<file path="config.mk">
export PLATFORM = sky130hd
export DESIGN_NAME = uriscv_axi_dbridge
export DESIGN_NICKNAME = d
export VERILOG_FILES = /design/src/rtl/uriscv_axi_pkg.sv /design/src/rtl/uriscv_axi_dbridge.sv
export SDC_FILE = /design/constraint.sdc
export NUM_CORES = 1
export LEC_CHECK = 0
export CORE_AREA = 3 3 96 144
export CTS_CLUSTER_DIAMETER = 30
export DETAILED_ROUTE_END_ITERATION = 7
export DIE_AREA = 0 0 99 147
export HOLD_SLACK_MARGIN = 0.05
export PLACE_DENSITY = 0.81
export SYNTH_ARGS = -nofsm -noshare
export SYNTH_HDL_FRONTEND = slang
export SYNTH_SLANG_ARGS = --single-unit
</file>
<file path="constraint.sdc">
create_clock -name clk -period 4.6 [get_ports clk]
set_clock_uncertainty 0.05 [all_clocks]
set_input_delay 0.46 -clock clk [delete_from_list [all_inputs] [get_ports clk]]
set_output_delay 0.46 -clock clk [all_outputs]
set_load 0.005 [all_outputs]
</file>
<file path="src/rtl/uriscv_axi_pkg.sv">
// Shared types and constants for the uRISC-V data-side AXI bridge.
// Write strobes are mapped to the narrowest AXI size and aligned byte offset.
package uriscv_axi_pkg;

    typedef enum logic [2:0] {
        ST_IDLE    = 3'd0,
        ST_RD_ADDR = 3'd1,
        ST_RD_DATA = 3'd2,
        ST_WR_REQ  = 3'd3,
        ST_WR_RESP = 3'd4
    } state_t;

    localparam logic [2:0] SIZE_BYTE = 3'd0;
    localparam logic [2:0] SIZE_HALF = 3'd1;
    localparam logic [2:0] SIZE_WORD = 3'd2;

    localparam logic [1:0] BURST_INCR = 2'b01;

    localparam logic [1:0] RESP_OKAY   = 2'b00;
    localparam logic [1:0] RESP_EXOKAY = 2'b01;
    localparam logic [1:0] RESP_SLVERR = 2'b10;
    localparam logic [1:0] RESP_DECERR = 2'b11;

    typedef struct packed {
        logic [2:0] size;
        logic [1:0] off;
    } wr_shape_t;

    // Irregular strobe patterns fall back to a full-word access.
    function automatic wr_shape_t strb_to_shape(input logic [3:0] strb);
        wr_shape_t s;
        s.size = SIZE_WORD;
        s.off  = 2'b00;
        case (strb)
            4'hF: begin s.size = SIZE_WORD; s.off = 2'b00; end
            4'h3: begin s.size = SIZE_HALF; s.off = 2'b00; end
            4'hC: begin s.size = SIZE_HALF; s.off = 2'b10; end
            4'h1: begin s.size = SIZE_BYTE; s.off = 2'b00; end
            4'h2: begin s.size = SIZE_BYTE; s.off = 2'b01; end
            4'h4: begin s.size = SIZE_BYTE; s.off = 2'b10; end
            4'h8: begin s.size = SIZE_BYTE; s.off = 2'b11; end
            default: begin s.size = SIZE_WORD; s.off = 2'b00; end
        endcase
        return s;
    endfunction

endpackage

</file>
<file path="src/rtl/uriscv_axi_dbridge.sv">
// Single-outstanding bridge from the uRISC-V data memory port to AXI4.
// All AXI valid/ready outputs come straight from flops.
module uriscv_axi_dbridge
    import uriscv_axi_pkg::*;
#(
    parameter bit WR_ACK_ON_B = 1'b1
) (
    input  logic        clk,
    input  logic        rst,

    input  logic        mem_d_rd_i,
    input  logic [3:0]  mem_d_wr_i,
    input  logic [31:0] mem_d_addr_i,
    input  logic [31:0] mem_d_data_wr_i,
    output logic        mem_d_accept_o,
    output logic        mem_d_ack_o,
    output logic [31:0] mem_d_data_rd_o,
    output logic        mem_d_err_o,

    output logic [31:0] awaddr,
    output logic [3:0]  awlen,
    output logic [2:0]  awsize,
    output logic [1:0]  awburst,
    output logic        awvalid,
    input  logic        awready,
    output logic [31:0] wdata,
    output logic [3:0]  wstrb,
    output logic        wlast,
    output logic        wvalid,
    input  logic        wready,
    input  logic [1:0]  bresp,
    input  logic        bvalid,
    output logic        bready,

    output logic [31:0] araddr,
    output logic [3:0]  arlen,
    output logic [2:0]  arsize,
    output logic [1:0]  arburst,
    output logic        arvalid,
    input  logic        arready,
    input  logic [31:0] rdata,
    input  logic [1:0]  rresp,
    input  logic        rlast,
    input  logic        rvalid,
    output logic        rready
);

    state_t    state;
    wr_shape_t shape;
    logic      aw_done;
    logic      w_done;
    logic      unused;

    assign unused = ^{rlast, mem_d_addr_i[1:0]};

    assign mem_d_accept_o = (state == ST_IDLE) && (mem_d_rd_i || (|mem_d_wr_i));

    assign shape = strb_to_shape(mem_d_wr_i);

    assign awlen   = 4'd0;
    assign arlen   = 4'd0;
    assign awburst = BURST_INCR;
    assign arburst = BURST_INCR;
    assign arsize  = SIZE_WORD;
    assign wlast   = wvalid;

    // A channel counts as done once its valid has dropped or is handshaking now.
    assign aw_done = !awvalid || awready;
    assign w_done  = !wvalid  || wready;

    always_ff @(posedge clk) begin
        if (rst) begin
            state           <= ST_IDLE;
            awvalid         <= 1'b0;
            wvalid          <= 1'b0;
            arvalid         <= 1'b0;
            bready          <= 1'b0;
            rready          <= 1'b0;
            mem_d_ack_o     <= 1'b0;
            mem_d_err_o     <= 1'b0;
            mem_d_data_rd_o <= 32'd0;
        end else begin
            mem_d_ack_o <= 1'b0;
            mem_d_err_o <= 1'b0;
            case (state)
                ST_IDLE: begin
                    if (|mem_d_wr_i) begin
                        state   <= ST_WR_REQ;
                        awvalid <= 1'b1;
                        wvalid  <= 1'b1;
                    end else if (mem_d_rd_i) begin
                        state   <= ST_RD_ADDR;
                        arvalid <= 1'b1;
                    end
                end
                ST_RD_ADDR: begin
                    if (arready) begin
                        arvalid <= 1'b0;
                        rready  <= 1'b1;
                        state   <= ST_RD_DATA;
                    end
                end
                ST_RD_DATA: begin
                    if (rvalid) begin
                        rready          <= 1'b0;
                        mem_d_data_rd_o <= rdata;
                        mem_d_ack_o     <= 1'b1;
                        mem_d_err_o     <= (rresp != RESP_OKAY);
                        state           <= ST_IDLE;
                    end
                end
                ST_WR_REQ: begin
                    if (awvalid && awready)
                        awvalid <= 1'b0;
                    if (wvalid && wready)
                        wvalid <= 1'b0;
                    if (aw_done && w_done) begin
                        bready      <= 1'b1;
                        mem_d_ack_o <= !WR_ACK_ON_B;
                        state       <= ST_WR_RESP;
                    end
                end
                ST_WR_RESP: begin
                    if (bvalid) begin
                        bready      <= 1'b0;
                        mem_d_ack_o <= WR_ACK_ON_B;
                        mem_d_err_o <= (bresp != RESP_OKAY);
                        state       <= ST_IDLE;
                    end
                end
                default: begin
                    state   <= ST_IDLE;
                    awvalid <= 1'b0;
                    wvalid  <= 1'b0;
                    arvalid <= 1'b0;
                    bready  <= 1'b0;
                    rready  <= 1'b0;
                end
            endcase
        end
    end

    // Request fields are captured only on the accept cycle.
    always_ff @(posedge clk) begin
        if (mem_d_accept_o) begin
            araddr <= {mem_d_addr_i[31:2], 2'b00};
            awaddr <= {mem_d_addr_i[31:2], shape.off};
            awsize <= shape.size;
            wdata  <= mem_d_data_wr_i;
            wstrb  <= mem_d_wr_i;
        end
    end

endmodule

</file>
==> flow_summary.ini <==
[setup_path]
crit_type = in -> out
critPathLaunchType = input port
worstPathMaxFanout = 6
cp.required_ps = 4090
crit_slowest_cell = clkdlybuf4s50_1
path_delay_family = buffers and inverters
critPathMaxStageDelay_ps = 500
reg2reg_slack_ps = 2320
critPathArrivalTime_ps = 2070
crit_chain = clkdlybuf4s50_1 > nor2_1 > nand2_1 > nor2_1 > nor2_4 > clkdlybuf4s50_1
crit_buf_inv = 2
critPathCaptureType = primary output

[pwr]
p_per_area_nw_per_um2 = 391
leakagePower_nw = 2.39
irDropWorstVdd_uv = 175

[timing]
slew_headroom_pct = 20.2
tightestPinTransition_ps = 1190
tns_ps = 0
rsz0062_at_grt = false
drv_slew = 0
max_freq_mhz = 387
min_period_ps = 2580
finalCritPeriodShare_pct = 56.2
setup-violations-final = 0
finalHoldViolCount = 0

[synth]
syn_area_um2 = 4140
synth-edff-count = 70
async_reset_ff_share_pct = 0
synth_area_leaders = edfxtp_1 51%, dfxtp_1 20%, buf_4 8.9%
syn_area_per_cell_um2 = 12.4
yosysUniqueCellTypes = 34
ys_warn_count = 0
ys_seq_area_share_pct = 71.0
syn_inst = 335
post-synth-top-area-cell = edfxtp_1
synth_top_area_share_pct = 50.7
ys_ff_latch = 112
synthFlopType = edfxtp_1

[floorplanning]
start_util_pct = 33.0
num_rows = 50
io_pins = 272
fp.dieW_um = 99
fp.coreArea_um2 = 12600
die_area_um2 = 14600
die_y_um = 147

[routing]
viasPerCell = 4.58
drtIter0Drc = 83
first_pass_iters = 4
drtAntennaViolNets = 0
route.detailed.wl_per_inst_um = 17.9
vias = 3260
post-route-drc-count = 0
drt_wl_total_mm = 12.7

[cells_and_area]
fin_nets = 664
drive_gt1_share_pct = 3.96
stdcell_count = 712
area_growth_pct = 63.9
stdcell_area_um2 = 6790
diodes = 0

[grt]
antenna_found_initial = 0
grt_overflow_total = 0
grt_pass1_wl_mm = 18.8
grt_max_degree = 71
grt_usage_pct = 17.1
grt_pass1_vias = 3353

[clock_network]
clock_path_buffers = 2
h-tree-depth = 3
post_cts_buffers = 0
clk_latency_ps = 340
cts_buffers = 9
hold_buffers = 0
clock_sinks = 112
path_clk_slew_ps = 70
cts.repair.resized = 0
cts_tree = yes
root_buffer = clkbuf_16

[run_status]
status = completed

[placed_design]
placed_area_um2 = 6500
place_hpwl_mm = 10.0
dpl.cell_count = 696
gp_congestion = 0.776
port_buffers = 250

[min_path]
hp-class = reg -> reg

[flow_run]
cap_violations = 0
[cells by family (layout without fill, tap and decap cells)]
group / count (synthesis) / after routing / share of synthesized area, %
AOI/OAI and AO/OA: 54 / 54 / 7.79
xor gates and xnor gates: 1 / 1 / 0.211
buffers and inverters: 67 / 272 / 10.6
DFF: 112 / 112 / 71.0
other: 2 / 18 / 0.181
and+or+nand+nor: 99 / 99 / 10.2
[registers in the layout (all words and copies together), names as in the netlist]
| signal | flops |
|---|---|
| mem_d_data_rd_o | 32 |
| wdata | 32 |
| awvalid | 1 |
| wlast | 1 |
| bready | 1 |
| state | 3 |
| araddr | 1 |
| arvalid | 1 |
| mem_d_ack_o | 1 |
| wstrb | 4 |
| awaddr | 31 |
| mem_d_err_o | 1 |
| rready | 1 |
| awsize | 2 |
[worst paths after layout]
kind                                          from                  to  cells past startpoint
worst min register to register  mem_d_data_rd_o[7]  mem_d_data_rd_o[7]                      2
worst max-delay path                 mem_d_wr_i[2]      mem_d_accept_o                      6
worst min-delay path            mem_d_data_rd_o[7]  mem_d_data_rd_o[7]                      2
worst max register to register            state[2]           wdata[13]                      3
[layout make-up]
cell class	count	area, um2
fill	1037	5780
clock inverter	6	57.6
sequential	112	2940
multi-input combinational	172	835
timing repair buffer	252	2520
inverter	4	15.0
clock buffer	10	229
tap	156	195
[synth_stat cells, types with 3 or more instances]
master	n
a31oi_1	3
nor3_1	7
nor2_1	12
buf_2	4
buf_4	49
dfxtp_1	42
nor2b_1	3
o21ai_0	5
nand2_1	67
clkbuf_1	10
a21oi_1	32
inv_1	4
edfxtp_1	70
[where the power goes]
group,leakage [nW],internal (mW),switching (mW)
registers,1.02,1.23,0.0644
clock network,0.141,0.381,0.373
logic,1.23,0.372,0.236
[layer usage]
metal / global-route usage, % / wire [um] / vias up
met5: 0 / 0 / -
met2: 29.5 / 6290 / 226
li1: - / - / 1524
met3: 7.41 / 1680 / 8
met1: 18.9 / 4630 / 1502
met4: 4.72 / 124 / 0
[placed cells by master (no fill, tap or decap), types with 4 or more instances in the layout]
| cell type | instances |
|---|---|
| a21oi_1 | 32 |
| clkbuf_16 | 9 |
| clkdlybuf4s50_1 | 250 |
| conb_1 | 18 |
| dfxtp_1 | 42 |
| edfxtp_1 | 70 |
| inv_1 | 4 |
| nand2_1 | 67 |
| nor2_1 | 11 |
| nor3_1 | 7 |
| o21ai_0 | 5 |
[tightest hold or removal path: stages, from the launching register on]
cell and delay [ps]:
dfxtp_1 310, nand2_1 50, a21oi_1 50
[stage by stage]
step / util, % / total power, mW / setup slack, ps / hold slack (ps)
2_1_floorplan: - / 1.52 / 283 / 403
3_3_place_gp: 51.7 / 1.92 / 2000 / 393
3_5_place_dp: 51.7 / 1.93 / 1900 / 399
4_1_cts: 54.0 / 2.69 / 1990 / 411
5_1_grt: 54.0 / 2.78 / 1820 / 429
6_report: 54.0 / 2.65 / 2020 / 407
Power figures use the tool's default switching activity.
